<file path="src/rtl/anim_pkg.sv">
// Shared sprite-control definitions: animation states, bit positions of the
// sprite_control word, reset word and the word encoder used by char_anim_ctrl
// and the sprite ROM selectors.
package anim_pkg;

  typedef enum logic [1:0] {
    IDLE = 2'd0,
    RUN  = 2'd1,
    JUMP = 2'd2
  } anim_state_t;

  localparam int SC_DIR     = 6;
  localparam int SC_JUMP    = 5;
  localparam int SC_IDLE    = 4;
  localparam int SC_IDX_MSB = 3;

  localparam logic [6:0] SC_RESET = 7'b101_0000;

  // Build the sprite_control word; jump and idle flags are mutually exclusive
  // and bit 3 of the index field is always 0 (index is only 3 bits).
  function automatic logic [6:0] sc_encode(anim_state_t st, logic dir, logic [2:0] idx);
    logic [6:0] w;
    w             = '0;
    w[SC_DIR]     = dir;
    w[SC_IDX_MSB] = 1'b0;
    case (st)
      RUN:     w[2:0]    = idx;
      JUMP:    w[SC_JUMP] = 1'b1;
      default: w[SC_IDLE] = 1'b1;
    endcase
    return w;
  endfunction

endpackage

</file>
<file path="src/rtl/anim_step_counter.sv">
// Tick prescaler plus wrapping frame index. Each 'step' advances the
// prescaler; every FRAMES_PER_STEP steps the index advances, wrapping from
// RUN_FRAMES-1 back to 0. 'clear' restarts both and wins over 'step'.
module anim_step_counter #(
  parameter int FRAMES_PER_STEP = 4,
  parameter int RUN_FRAMES      = 8
) (
  input  logic       clk,
  input  logic       rst,
  input  logic       clear,
  input  logic       step,
  output logic [2:0] index,
  output logic [2:0] index_next,
  output logic       wrap
);

  localparam int CW = $clog2(FRAMES_PER_STEP) + 1;
  localparam logic [CW-1:0] TICK_LAST = CW'(FRAMES_PER_STEP - 1);
  localparam logic [2:0]    IDX_LAST  = 3'(RUN_FRAMES - 1);

  logic [CW-1:0] tick_q, tick_d;
  logic [2:0]    idx_q, idx_d;

  // Next-state of prescaler and index; wrap pulses on the step that returns
  // the index to 0.
  always_comb begin
    tick_d = tick_q;
    idx_d  = idx_q;
    wrap   = 1'b0;
    if (clear) begin
      tick_d = '0;
      idx_d  = '0;
    end else if (step) begin
      if (tick_q == TICK_LAST) begin
        tick_d = '0;
        if (idx_q == IDX_LAST) begin
          idx_d = '0;
          wrap  = 1'b1;
        end else begin
          idx_d = idx_q + 3'd1;
        end
      end else begin
        tick_d = tick_q + CW'(1);
      end
    end
  end

  // Counter registers with synchronous reset.
  always_ff @(posedge clk) begin
    if (rst) begin
      tick_q <= '0;
      idx_q  <= '0;
    end else begin
      tick_q <= tick_d;
      idx_q  <= idx_d;
    end
  end

  assign index      = idx_q;
  assign index_next = idx_d;

endmodule

</file>
<file path="src/rtl/char_anim_ctrl.sv">
// Character animation controller: turns left/right/airborne movement levels
// into facing direction, idle/run/jump mode and run-cycle frame index, all
// packed into a registered 7-bit sprite_control word. State only moves on a
// frame_tick with pause low, so the sprite never changes mid-frame.
module char_anim_ctrl #(
  parameter int FRAMES_PER_STEP = 4,
  parameter int RUN_FRAMES      = 8
) (
  input  logic       clk,
  input  logic       rst,
  input  logic       frame_tick,
  input  logic       pause,
  input  logic       move_left,
  input  logic       move_right,
  input  logic       airborne,
  output logic [6:0] sprite_control
);

  import anim_pkg::*;

  anim_state_t state_q, state_d;
  logic        dir_q, dir_d;
  logic [6:0]  sc_q;

  logic       step_cycle;
  logic       one_dir;
  logic       reversal;
  logic       cnt_clear;
  logic       cnt_step;
  logic [2:0] run_idx;
  logic [2:0] run_idx_next;
  logic       run_wrap;
  logic [2:0] out_idx;

  assign step_cycle = frame_tick & ~pause;
  assign one_dir    = move_left ^ move_right;

  // Next mode (airborne beats running beats idle) and facing direction;
  // conflicting or absent left/right requests keep the old facing.
  always_comb begin
    state_d = state_q;
    dir_d   = dir_q;
    if (step_cycle) begin
      if (airborne)     state_d = JUMP;
      else if (one_dir) state_d = RUN;
      else              state_d = IDLE;
      if (move_right & ~move_left)      dir_d = 1'b1;
      else if (move_left & ~move_right) dir_d = 1'b0;
    end
  end

  // The run cycle restarts on entering RUN or on turning around inside RUN;
  // outside RUN the counter is held cleared.
  assign reversal  = (state_q == RUN) && (state_d == RUN) && (dir_d != dir_q);
  assign cnt_clear = step_cycle && ((state_d != RUN) || (state_q != RUN) || reversal);
  assign cnt_step  = step_cycle && !cnt_clear;

  anim_step_counter #(
    .FRAMES_PER_STEP (FRAMES_PER_STEP),
    .RUN_FRAMES      (RUN_FRAMES)
  ) u_step_counter (
    .clk        (clk),
    .rst        (rst),
    .clear      (cnt_clear),
    .step       (cnt_step),
    .index      (run_idx),
    .index_next (run_idx_next),
    .wrap       (run_wrap)
  );

  // On a wrap step the displayed frame is the first one of the cycle.
  assign out_idx = run_wrap ? 3'd0 : run_idx_next;

  // Mode/direction FSM with the sprite word registered alongside it.
  always_ff @(posedge clk) begin
    if (rst) begin
      state_q <= IDLE;
      dir_q   <= 1'b1;
      sc_q    <= SC_RESET;
    end else if (step_cycle) begin
      state_q <= state_d;
      dir_q   <= dir_d;
      sc_q    <= sc_encode(state_d, dir_d, out_idx);
    end
  end

  assign sprite_control = sc_q;

endmodule

</file>
<file path="config.mk">
export PLATFORM = sky130hd
export DESIGN_NAME = char_anim_ctrl
export DESIGN_NICKNAME = d
export VERILOG_FILES = /design/src/rtl/anim_pkg.sv /design/src/rtl/anim_step_counter.sv /design/src/rtl/char_anim_ctrl.sv
export SDC_FILE = /design/constraint.sdc
export NUM_CORES = 1
export LEC_CHECK = 0
export CELL_PAD_IN_SITES_DETAIL_PLACEMENT = 0
export CELL_PAD_IN_SITES_GLOBAL_PLACEMENT = 1
export CORE_MARGIN = 4
export CORE_UTILIZATION = 39
export CTS_BUF_LIST = sky130_fd_sc_hd__clkbuf_8
export DETAILED_ROUTE_END_ITERATION = 8
export GPL_TIMING_DRIVEN = 0
export PLACE_DENSITY_LB_ADDON = 0.1
export SYNTH_ARGS = -nofsm -noshare
export SYNTH_HDL_FRONTEND = slang
export SYNTH_SLANG_ARGS = --single-unit
</file>
<file path="constraint.sdc">
create_clock -name clk -period 3.25 [get_ports clk]
set_clock_uncertainty 0.05 [all_clocks]
set_input_delay 0.975 -clock clk [delete_from_list [all_inputs] [get_ports clk]]
set_output_delay 0.975 -clock clk [all_outputs]
set_load 0.01 [all_outputs]
</file>
==> impl.org, run 1 <==
** Synth
- The cell area that synthesis handed to floorplanning was roughly 730 µm².
- Netlist cell types :: 27
- Cells after Synth :: 84
- Dividing the synthesized area by the synthesized cell count gives 8.64 µm².
- Yosys reg bits :: 14
- The number of nets in the synthesized netlist is 98.
- Sequential cells were found to cover 38.6% of the synthesized design area.
- The Yosys step of the flow raised 0 warnings.

** Placed design
- Pre-CTS setup slack :: -0.172 ns
- Detailed placement finished with a half-perimeter wire length of 1020 µm.
- Routability-driven placement finished with a final weighted congestion of 0.784.
- Input and output buffers added on the ports amount to 12.

** Clocking
- Clock tree from TritonCTS :: done
- After clock tree synthesis, the clock-pin slew on the worst setup and hold paths is ~0.060 ns.
- Clock tree synthesis inserted a total of 3 buffers.
- CTS Hold Buffers Added :: 0
- The clock passes through at most 2 buffers.
- The cell sitting at the root of the clock tree is a sky130_fd_sc_hd__clkbuf_8.
- CTS saw 14 sinks.
- Insertion delay to the later sink of the worst-skew pair :: ~0.25 ns
- Post-cts gate resize count :: 0
- CTS H-tree depth :: 1

** Power
- Power share of the combinational group :: 9.1%
- The share of total power dissipated in sequential elements is between 40% and 50%.
- IR Drop Worst-Case VDD :: roughly 0.00023 V
- Switching part of the total power :: between 20% and 30%
- The design draws 385 µW.
- Power spread over the standard cell area amounts to 413 nW/µm².
- Internal power component :: about 300 µW
- The clock network burns 45.1% of the power.
- Summed over all nets, the switching power comes to around 85 µW.
- In this run the static leakage power is 0.000396 µW.

** GRT
- Entering global routing, the biggest net connects 11 pins.
- Aggregate global-route resource usage :: 12.2%
- The layer flagged by global routing as most heavily used is met2.
- For met3 alone, demand over resource in global routing was 3.50%.
- Aggregate global routing overflow :: 0
- Vias in the first global route :: 518
- Wire length of the first global-routing pass :: 2210 µm
- Number of antenna violations at the first check in global routing :: 0
- Global routing used 14.6% of the available met1 tracks.
- Met2 usage in global routing :: ~17%

** STA
- Setup slack on the critical path of the routed design comes to approximately 0.22 ns.
- Final hold violation count :: 0
- Setup violations remaining at the end of the flow were counted as 0.
- In the finished design, the share of the clock period the worst path needs comes to 93.1%.
- Derived from the worst setup path, the maximum achievable clock frequency is 330 MHz.
- Setup repair after global routing missed its margin :: false
- Subtracting the final worst setup slack from the clock period gives between 3 and 4 ns.
- Count of pins over their slew limit :: 0

** Setup path
- R2r setup slk :: 1.58 ns
- Worst Setup End Kind :: register
- For the worst setup path, the data required time is 3.38 ns.
- Type of the worst setup path :: in2reg
- Data on the critical path arrives at its endpoint at 3.16 ns.
- Largest fanout of any net on the critical path :: 10
- Series of cell instances along the critical path :: clkdlybuf4s50_1 > nor2b_1 > buf_2 > mux2i_1 > ha_1 > nand2_1 > nor4_4 > o2111ai_1 > a21oi_1
- In this design, the stage delay of the slowest critical-path cell is about 0.47 ns.
- Critical path launch point type :: primary input
- Crit-path slowest cell :: sky130_fd_sc_hd__clkdlybuf4s50_1

** Finish
- The repair_antennas step left the layout with diodes totalling 0.
- Fraction of layout instances using a drive strength above 1 :: 13.0%
- Fin nets :: roughly 120
- Most frequent cells in the layout :: 14 x sky130_fd_sc_hd__nand2_1, 14 x sky130_fd_sc_hd__dfxtp_1, 12 x sky130_fd_sc_hd__clkdlybuf4s50_1
- Synth-to-layout area growth :: 28.4%

** Routing
- Wires add up to 1380 µm.
- The final route contains 588 vias.
- Number of design-rule violations left by the first detailed-router iteration :: 7
- Routed WL per cell :: 11.0 µm
- In the routed layout, each cell is associated on average with a via count of 4.70.
- Detailed Routing Iterations Pass 1 :: 3
- DRC :: 0
- Once detail routing completed, the nets flagged for antenna violations numbered 0.

** Flow run
- Max-cap check violation count :: 0

** Die
- Count of boundary I/O pins :: 14
- The floorplan has 15 rows.
- Die area :: 2610 µm²
- For this configuration, the core starts out at a cell density of 41.6%.
- The floorplan step set the die height to 51.1 µm.
- Die X-Extent :: 51.1 µm
- Core footprint :: 1750 µm²

** Worst hold path
- Min-delay worst type :: reg2reg

** Run status
- Result of the run :: finished clean
-- routing by layer --
layer  up-vias  routed length, µm
met1       259                705
met2        11                565
met4         0                 47
met5         -                  0
met3         4                 59
li1        314                  -
-- power by group through the flow --
stage                     logic [µW]  clock network [µW]  registers [µW]
after floorplan                 18.9                   0             180
after global placement          35.8                   0             180
after detailed placement        35.8                   0             180
after CTS                       35.9                 180             176
after global routing            39.1                 188             176
final                           35.1                 173             176
-- cell usage after synthesis (all sizes together) --
library cell	number	area (µm²)
buf	3	20.0
ha	7	87.6
nand3b	1	7.51
nor2b	4	27.5
nor3	1	5.00
o2111ai	1	8.76
mux2	2	22.5
nor4	1	21.3
and3b	2	18.8
nor2	4	15.0
a21oi	11	55.1
and3	1	6.26
clkbuf	2	7.51
nand3	4	20.0
and2b	1	7.51
o21ai	1	5.00
nand2b	1	6.26
inv	5	18.8
a221o	1	11.3
mux2i	1	10.0
dfxtp	14	280
nor3b	1	7.51
nand2	14	52.6
conb	1	3.75
-- timing repair --
action	CTS	global route
setup endpoints to repair	0	9
setup buffers	0	0
endpoints found under the hold margin	0	0
-- worst paths after layout --
check,startpoint,to,cells after the start
max reg2reg,state_q[1],sprite_control[2],6
max,frame_tick,sprite_control[2],9
min reg2reg,sprite_control[1],sprite_control[1],2
min,sprite_control[1],sprite_control[1],2
-- worst max-delay path: cells and delay by family --
kind,cells,cell delay (ns)
AO/OA/AOI/OAI,2,0.35
AND/OR/NAND/NOR,3,0.60
adder cells (fa/ha/maj),1,0.21
buffers and inverters,2,0.72
multiplexers,1,0.29
-- final cells by class --
class / instances / area [µm²]
Sequential cell: 14 / 280
Multi-Input combinational cell: 60 / 399
Clock buffer: 4 / 55.1
Timing Repair Buffer: 12 / 120
Tap cell: 25 / 31.3
Inverter: 5 / 18.8
Buffer: 5 / 27.5
Fill cell: 179 / 813
-- cells by family (layout without fill, tap and decap cells) --
family | Yosys count | after routing | synth area share (%)
multiplexers | 3 | 3 | 4.48
flip-flops | 14 | 14 | 38.6
buffers and inverters | 10 | 26 | 6.38
AO/OA/AOI/OAI | 14 | 14 | 11.0
adder cells (fa/ha/maj) | 7 | 7 | 12.1
AND/OR/NAND/NOR | 35 | 35 | 26.9
other | 1 | 1 | 0.517
-- sequential cells by signal (all words and copies together) (netlist names) --
name,flops
dir_q,1
u_step_counter.index,3
u_step_counter.tick_q,3
state_q,2
sprite_control,5
-- through the flow --
stage	instance area, µm²	hold WS, ns	util [%]	TNS (ns)	instances
3_5_place_dp	877	0.398	50.3	-1.23	121
3_3_place_gp	877	0.393	50.3	-1.20	121
6_report	932	0.403	53.4	0	125
2_1_floorplan	726	0.386	-	0	84
5_1_grt	932	0.429	53.4	0	125
4_1_cts	932	0.407	53.4	0	125
Power figures use the tool's default switching activity.
==> run 2: changes to the inputs <==
--- a/config.mk
+++ b/config.mk
@@ -5,6 +5,7 @@
 export SDC_FILE = /design/constraint.sdc
 export NUM_CORES = 1
 export LEC_CHECK = 0
+export ABC_CLOCK_PERIOD_IN_PS = 3250
 export CELL_PAD_IN_SITES_DETAIL_PLACEMENT = 0
 export CELL_PAD_IN_SITES_GLOBAL_PLACEMENT = 1
 export CORE_MARGIN = 4
==> results of run 2 <==
The final DEF is identical to that of run 1; final timing and power are the same.
==> run 3: changes to the inputs <==
--- a/config.mk
+++ b/config.mk
@@ -5,7 +5,7 @@
 export SDC_FILE = /design/constraint.sdc
 export NUM_CORES = 1
 export LEC_CHECK = 0
-export ABC_CLOCK_PERIOD_IN_PS = 3250
+export ABC_CLOCK_PERIOD_IN_PS = 3400
 export CELL_PAD_IN_SITES_DETAIL_PLACEMENT = 0
 export CELL_PAD_IN_SITES_GLOBAL_PLACEMENT = 1
 export CORE_MARGIN = 4
==> constraint.sdc (replaced) <==
create_clock -name clk -period 3.4 [get_ports clk]
set_clock_uncertainty 0.05 [all_clocks]
set_input_delay 1.02 -clock clk [delete_from_list [all_inputs] [get_ports clk]]
set_output_delay 1.02 -clock clk [all_outputs]
set_load 0.01 [all_outputs]
==> impl.org, run 3 (same netlist as run 1, synthesis figures left out) <==
** Run status
- Result of the run :: finished clean

** Flow run
- Max-cap check violation count :: 0 (unchanged)

** Routing
- DRC :: 0 (unchanged)
- Met2 wire len :: 565 µm (unchanged)
- The total via count after detailed routing was 588 (unchanged).
- The average wire per standard cell came to 11.0 µm (-0.65%).
- DRT met1 WL :: 697 µm (-1.1%)
- Detailed Routing Iterations Pass 1 :: 3 (unchanged)
- The routed wire length came to 1370 µm (-0.65%).
- Average via count per standard cell :: 4.70 (unchanged)
- Routed met3 length :: 59 µm (unchanged)
- Number of antenna-violating nets in the routed design :: 0 (unchanged)
- Number of design-rule violations left by the first detailed-router iteration :: 7 (unchanged)
- Top metal layer carrying routed signals :: met4

** Power
- The peak supply drop came to 0.000220 V (-4.4%).
- Leak pwr :: 0.000395 µW (-0.29%)
- Post-layout power :: 368 µW (-4.4%)
- Cell area power density :: 394 nW/µm² (-4.4%)

** STA
- Static timing analysis puts the maximum clock frequency at 314 MHz.
- Dividing the final minimum period by the clock period gives 93.6%.
- The final number of setup-violating endpoints came to 0 (unchanged).
- Setup repair after global routing left no endpoint under its margin.
- The worst path needs 3.18 ns of the cycle, external delays included.
- The max-slew violation count is 0 (unchanged).
- Final hold violation count :: 0 (unchanged)
- Worst setup slack after layout :: 0.217 ns (-0.00637 ns)

** Die
- The area of the die came to 2610 µm² (unchanged).
- The die height came to 51.1 µm (unchanged).
- Initial standard-cell utilization of the core :: 41.6% (unchanged)
- Die X-Extent :: 51.1 µm (unchanged)
- Core footprint :: 1750 µm² (unchanged)
- The count of pins on the block boundary is 14 (unchanged).
- Number of placement rows :: 15 (unchanged)

** Finish
- Number of flip-flops in the largest register :: 5 (unchanged)
- The number of filler cells placed in the layout was 179 (unchanged).
- Fin nets :: 115 (unchanged)
- Post-route cell area :: 932 µm² (unchanged)
- Most frequent cells in the layout :: 14 x sky130_fd_sc_hd__nand2_1, 14 x sky130_fd_sc_hd__dfxtp_1, 12 x sky130_fd_sc_hd__clkdlybuf4s50_1
- Number of antenna cells inserted :: 0 (unchanged)
- Synth-to-layout area growth :: 28.4% (unchanged)
- Fraction of layout instances using a drive strength above 1 :: 13.0% (unchanged)

** GRT
- The remaining global-route overflow came to 0 (unchanged).
- Vias in the first global route :: 518 (unchanged)
- Aggregate global-route resource usage :: 12.2% (unchanged)
- The wire length of the first global-routing pass came to 2210 µm (unchanged).
- Maximum number of pins on one net before global-route repair :: 11 (unchanged)
- The initial antenna violation count was 0 (unchanged).

** Clocking
- CTS H-tree depth :: 1 (unchanged)
- Post-cts gate resize count :: 0 (unchanged)
- CTS max path bufs :: 2 (unchanged)
- The post-CTS setup repair buffer count was 0 (unchanged).
- Worst-path clk slew :: 0.06 ns (about the same)
- The number of buffers added to fix hold violations after cts is 0 (unchanged).
- Clock Sink Count :: 14 (unchanged)
- Number of buffers inserted during clock tree synthesis :: 3 (unchanged)
- Root buf cell :: sky130_fd_sc_hd__clkbuf_8
- TritonCTS built the clock tree.
- The insertion delay to the later sink of the worst-skew pair is 0.25 ns (about the same).

** Worst hold path
- The worst hold path belongs to the class reg2reg.

** Setup path
- STA classifies the critical path startpoint as a primary input.
- STA classifies the critical path endpoint as a register.
- The maximum net fanout on the critical path was 10 (unchanged).
- The register-to-register setup slack came to 1.62 ns (+0.04 ns).
- The data required time of the worst path is 3.53 ns (+0.15 ns).
- By startpoint and endpoint, the worst setup path is classified as in2reg.
- The data arrival at the endpoint of the critical path came to 3.31 ns (+0.15 ns).

** Placed design
- The final RePlAce weighted congestion was 0.784 (unchanged).
- Post-detailed-placement half-perimeter wirelength :: 1020 µm (unchanged)
- The placed cell area is 877 µm² (unchanged).
- Count of buffers inserted at the top-level ports :: 12 (unchanged)
- The worst slack after detailed placement is -0.0672 ns (+0.105 ns).
[run 3: cell counts in the layout (fill, tap and decap cells not counted)]
Identical to the previous run, type by type.
[run 3: area by class of cell]
cell class	count	area [µm²]	share of cell area, %
multi-input cells	60	399	42.8
flip-flops and latches	14	280	30.1
repair buffers	12	120	12.9
clock buffers	4	55.1	5.91
well taps	25	31.3	3.36
plain buffers	5	27.5	2.95
inverters	5	18.8	2.01
[run 3: final timing paths]
path / endpoint / cells after the start / startpoint
min: sprite_control[1] / 2 / sprite_control[1]
max reg2reg: sprite_control[2] / 6 / state_q[1]
min reg2reg: sprite_control[1] / 2 / sprite_control[1]
max: sprite_control[2] / 9 / frame_tick
[run 3: per-layer routing]
layer / global-route usage (%) / up-vias
li1: - / 314
met1: 14.6 / 259
met2: 16.7 / 11
met3: 3.50 / 4
met4: 12.1 / 0
met5: 0 / -
[run 3: worst max-delay path: stages]
cell and delay [ns]:
sky130_fd_sc_hd__clkdlybuf4s50_1 0.47, sky130_fd_sc_hd__nor2b_1 0.16, sky130_fd_sc_hd__buf_2 0.25, sky130_fd_sc_hd__mux2i_1 0.29, sky130_fd_sc_hd__ha_1 0.21, sky130_fd_sc_hd__nand2_1 0.09
sky130_fd_sc_hd__nor4_4 0.46, sky130_fd_sc_hd__o2111ai_1 0.20, sky130_fd_sc_hd__a21oi_1 0.15
[run 3: report_power, final]
group | leakage [µW] | internal [µW] | switching, µW | total [µW]
Sequential | 0.000113 | 167 | 1.75 | 168
Combinational | 0.000253 | 16.9 | 16.5 | 33.4
Clock | 0.0000288 | 103 | 63.1 | 166
Total | 0.000395 | 286 | 81.3 | 368
[run 3: metrics by stage]
stage               TNS, ns  utilization (%)  instances  hold slack (ns)
floorplan                 0                -         84            0.386
global placement     -0.271             50.3        121            0.393
detailed placement   -0.293             50.3        121            0.398
CTS                       0             53.4        125            0.407
global route              0             53.4        125            0.429
finish                    0             53.4        125            0.403
